File: src/rtl/operand_fetch_scoreboard.sv
// operand_fetch_scoreboard: register interlock between decode and execute with per-register write tracking
// Ports: clk/rst (sync, active high); in_* decode handshake and instruction flags;
// out_* registered instruction stage to execute; wb_valid/wb_rd writeback release;
// flush drops the held instruction; busy_mask, wb_underflow, stall_cycles status.
module operand_fetch_scoreboard #(
  parameter int NUM_REGS = 16,
  parameter int REG_AW = 4,
  parameter int CNT_W = 2,
  parameter int PERF_W = 16
) (
  input  logic                clk,
  input  logic                rst,
  input  logic                in_valid,
  output logic                in_ready,
  input  logic [31:0]         in_inst,
  input  logic                in_reads_rs1,
  input  logic                in_reads_rs2,
  input  logic                in_writes_rd,
  input  logic                in_is_ret,
  input  logic                in_is_st,
  input  logic                in_is_call,
  output logic                out_valid,
  input  logic                out_ready,
  output logic [31:0]         out_inst,
  output logic [REG_AW-1:0]   out_src1,
  output logic [REG_AW-1:0]   out_src2,
  output logic [REG_AW-1:0]   out_dst,
  output logic                out_writes,
  input  logic                wb_valid,
  input  logic [REG_AW-1:0]   wb_rd,
  input  logic                flush,
  output logic [NUM_REGS-1:0] busy_mask,
  output logic                wb_underflow,
  output logic [PERF_W-1:0]   stall_cycles
);
  localparam logic [CNT_W-1:0] CNT_MAX = '1;
  localparam logic [REG_AW-1:0] LINK = REG_AW'(15);
  logic [CNT_W-1:0] cnt [NUM_REGS];
  logic [REG_AW-1:0] src1, src2, dst;
  logic [NUM_REGS-1:0] inc, hit;
  logic hazard, accept, issue;
  assign src1 = in_is_ret ? LINK : in_inst[21:18];
  assign src2 = in_is_st ? in_inst[25:22] : in_inst[17:14];
  assign dst = in_is_call ? LINK : in_inst[25:22];
  // The held-but-unissued writer has not bumped its counter yet, so it must be checked separately.
  function automatic logic pend(input logic [REG_AW-1:0] x);
    return out_valid && out_writes && out_dst == x;
  endfunction
  assign hazard = (in_reads_rs1 && (cnt[src1] != '0 || pend(src1))) ||
                  (in_reads_rs2 && (cnt[src2] != '0 || pend(src2))) ||
                  (in_writes_rd && cnt[dst] == CNT_MAX);
  assign in_ready = !hazard && (!out_valid || out_ready) && !flush;
  assign accept = in_valid && in_ready;
  assign issue = out_valid && out_ready && out_writes;
  always_comb begin
    inc = '0;
    hit = '0;
    busy_mask = '0;
    for (int i = 0; i < NUM_REGS; i++) begin
      inc[i] = issue && out_dst == REG_AW'(i);
      hit[i] = wb_valid && wb_rd == REG_AW'(i);
      busy_mask[i] = cnt[i] != '0;
    end
  end
  // Issue and writeback on the same register cancel; a writeback on an idle counter is ignored.
  always_ff @(posedge clk)
    for (int i = 0; i < NUM_REGS; i++)
      if (rst) cnt[i] <= '0;
      else if (inc[i] != hit[i]) cnt[i] <= inc[i] ? cnt[i] + CNT_W'(1) : cnt[i] - CNT_W'(cnt[i] != '0);
  always_ff @(posedge clk) begin
    if (rst) wb_underflow <= 1'b0;
    else if (wb_valid && cnt[wb_rd] == '0) wb_underflow <= 1'b1;
    if (rst) stall_cycles <= '0;
    else if (in_valid && hazard && stall_cycles != '1) stall_cycles <= stall_cycles + PERF_W'(1);
  end
  always_ff @(posedge clk)
    if (rst) begin
      out_valid <= 1'b0;
      out_inst <= '0;
      out_src1 <= '0;
      out_src2 <= '0;
      out_dst <= '0;
      out_writes <= 1'b0;
    end else if (flush) out_valid <= 1'b0;
    else if (accept) begin
      out_valid <= 1'b1;
      out_inst <= in_inst;
      out_src1 <= src1;
      out_src2 <= src2;
      out_dst <= dst;
      out_writes <= in_writes_rd;
    end else if (out_ready) out_valid <= 1'b0;
endmodule

File: config.mk
export PLATFORM = sky130hd
export DESIGN_NAME = operand_fetch_scoreboard
export DESIGN_NICKNAME = d
export VERILOG_FILES = /design/src/rtl/operand_fetch_scoreboard.sv
export SDC_FILE = /design/constraint.sdc
export NUM_CORES = 1
export LEC_CHECK = 0
export ABC_AREA = 0
export BUFFER_PORTS_ARGS = -buffer_cell sky130_fd_sc_hd__buf_2
export CAP_MARGIN = 20
export CORE_MARGIN = 2
export CORE_UTILIZATION = 40
export CTS_CLUSTER_DIAMETER = 150
export DETAILED_ROUTE_END_ITERATION = 16
export PLACE_DENSITY_LB_ADDON = 0.12
export SYNTH_ARGS = -nofsm -noshare
export SYNTH_HDL_FRONTEND = slang
export SYNTH_SLANG_ARGS = --single-unit
File: constraint.sdc
create_clock -name clk -period 3 [get_ports clk]
set_input_delay 0.3 -clock clk [delete_from_list [all_inputs] [get_ports clk]]
set_output_delay 0.3 -clock clk [all_outputs]
set_load 0.01 [all_outputs]
==> results.cfg <==
[floorplanning]
core_area_um2 = 15300
pin_count = 128
die_w_um = 130
initial_utilization_pct = 41.4
core.rowCount = 45
die_h_um = 130
die-area_um2 = 16900

[critical_path]
worst-r2r-setup-slack_ns = 0.26
path_depth = 7
worstReg2RegEnd = out_dst[0]$_SDFFE_PP0P_
startpoint = cnt[9][0]$_SDFFCE_PN0P_
crit_path_end_kind = output pin
cp.arrival_ns = 2.51
cp_cell_sequence = nor2_1, mux2_1, o22ai_1, o311a_1, nor3_4, and3_1, buf_2
crit_path_max_incr_delay_ns = 0.44
path_delay_family = simple AND/OR/NAND/NOR gates
crit_type = flip-flop to output pin
path_buf_inv = 1
worstPathRequired_ns = 2.70
reg2reg_from = cnt[9][0]$_SDFFCE_PN0P_
slowest_stage = edfxtp_1
start_kind = flip-flop
cp_max_fo = 5
r2r_cells = 9
endpoint = in_ready

[sta]
worst_pin_slew_ns = 0.947
fin_tns_setup_ns = 0
clock.fmax_ghz = 0.356
timing.slew.headroom_pct = 36.7
skew_ns = 0.00753
setup_viol = 0
whs_ns = 0.122
maxSlewViolCount = 0
rsz0062_at_grt = no
period_share_pct = 93.7
timing_hold_violations_final = 0
fin_crit_ns = 2.81

[cts]
clock-sinks = 95
cts_buffer_depth = 2
post-cts-setup-buffers = 0
clk_latency_ns = 0.35
cts_tree = built
path_clk_slew_ns = 0.07
cts_resized = 0
clockRootBuffer = clkbuf_16
htreeDepth = 3
postCtsHoldBufs = 0
cts_made_buffers = 9

[min_path]
min_path_type = input port to flip-flop

[global_route]
antenna_found_initial = 0
grt_pass1_wl_um = 29100
track_usage_pct = 21.9
grt_max_degree = 92
grt_pass1_vias = 5760
overflow = 0

[finish]
fin_nets = 922
drive_gt1_share_pct = 22.3
fin_area_um2 = 7480
most-common-layout-cells = buf_2 (126), nor2_1 (95), nand2_1 (87), mux2i_1 (64), dfxtp_1 (63)
final_common_cell = buf_2
area_growth_pct = 18.1
regArea_um2 = 2220
final_cells = 1073
multi_input_area_um2 = 3800
fill_cells = 1521
num_antenna_cells = 0

[job]
max_cap_violations = 0

[routing]
drcViolationCount = 0
dr.pass1.iters = 4
wl_um = 18400
ant_nets = 0
drt-vias-per-instance = 5.55
wl_per_cell_um = 17.2
vias = 5951
initialDrtViolationCount = 323

[logic_synthesis]
synthArstFlopShare_pct = 0
yosys.area.top_type_share_pct = 19.9
seq_area_frac_synth_pct = 35.1
yosysWarnings = 0
synth_area_um2 = 6330
ys_types = 59
synth_edf_count = 32
yosys-top-cells-area = dfxtp_1 (20%), edfxtp_1 (15%), mux2i_1 (10%)
synth_top_cell_by_area = dfxtp_1
syn_avg_cell_area_um2 = 8.56
postSynthCellCount = 740
ys_ff_latch = 95
syn_nets = 805
ys.flop_type = dfxtp_1

[pwr]
leakage_uw = 0.00338
p_per_area_nw_per_um2 = 440
ir_drop_uv = 260
power_uw = 3290

[run_status]
run_status = completed

[place]
routabilityCongestion = 0.925
port_buffers = 127
hpwl_um = 14000
place_area_um2 = 7170
dp_cells = 1057
-- cell families after synthesis --
kind of cell,synth area share (%)
adder cells (fa/ha/maj),3.36
flip-flops,35.1
AND/OR/NAND/NOR,26.2
multiplexers,15.2
XOR/XNOR,1.11
buffers and inverters,4.88
AO/OA/AOI/OAI,14.2
-- where the power goes --
part           internal [uW]  total, uW  switching (uW)
combinational            251        597             346
clock                    667       1240             572
sequential              1390       1450            61.3
total                   2310       3290             980
-- layout make-up --
type | count | share of cell area (%)
clock buffer | 9 | 3.01
clock inverter | 7 | 1.12
inverter | 28 | 1.40
multi-input combinational | 579 | 50.8
sequential | 95 | 29.7
tap | 211 | 3.53
timing repair buffer | 144 | 10.4
-- sequential cells by signal, indices dropped and copies added, names as in the netlist --
register and flops:
stall_cycles 16, cnt 32, wb_underflow 1, out_writes 1, out_src1 4, out_inst 32, out_dst 4, out_valid 1
out_src2 4
-- worst register-to-register path, delay by kind of cell, from the launching register on --
family,cells,cell delay (ns)
simple gates,4,1.06
compound gates,3,0.58
flops,1,0.44
buf+inv,1,0.27
mux,1,0.23
-- through the flow --
step / utilization (%) / setup slack, ns
after floorplan: - / 0.410
after CTS: 48.8 / 0.192
after global routing: 48.8 / 0.0585
after global placement: 46.8 / 0.167
final: 48.8 / 0.190
after detailed placement: 46.8 / 0.142
-- worst min-delay path by stage --
stage,from,to,cells after the start
finish,flush,out_valid$_SDFFE_PP0P_,2
global route,flush,out_valid$_SDFFE_PP0P_,2
CTS,flush,out_valid$_SDFFE_PP0P_,2
detailed placement,out_src2[1]$_SDFFE_PP0P_,out_src2[1]$_SDFFE_PP0P_,2
global placement,out_src2[1]$_SDFFE_PP0P_,out_src2[1]$_SDFFE_PP0P_,2
floorplan,flush,out_valid$_SDFFE_PP0P_,1
-- per-layer routing --
| layer | vias up | global-route usage, % | share of wire (%) |
|---|---|---|---|
| met3 | 23 | 3.90 | 5.2 |
| met1 | 2852 | 29.9 | 47 |
| met2 | 168 | 35.5 | 46 |
| li1 | 2908 | - | - |
| met4 | 0 | 6.89 | 1.7 |
| met5 | - | 0 | 0 |
-- cells in the mapped netlist (all sizes together) (3+ instances only) --
cell / number
o21ai: 45
nand4: 6
or3: 19
o21a: 4
a41o: 3
mux2i: 66
nand2: 87
a31oi: 4
mux2: 10
nand2b: 4
clkbuf: 29
xnor2: 7
buf: 9
nor3: 15
a21o: 4
and3b: 4
inv: 28
and3: 20
nor2b: 12
nand3b: 21
a211oi: 10
and2: 4
dfxtp: 63
nor2: 95
a21oi: 42
ha: 17
nand3: 18
nor3b: 18
edfxtp: 32
mux4: 7
or2: 4
o211ai: 4
o31ai: 4
Power figures use the tool's default switching activity.
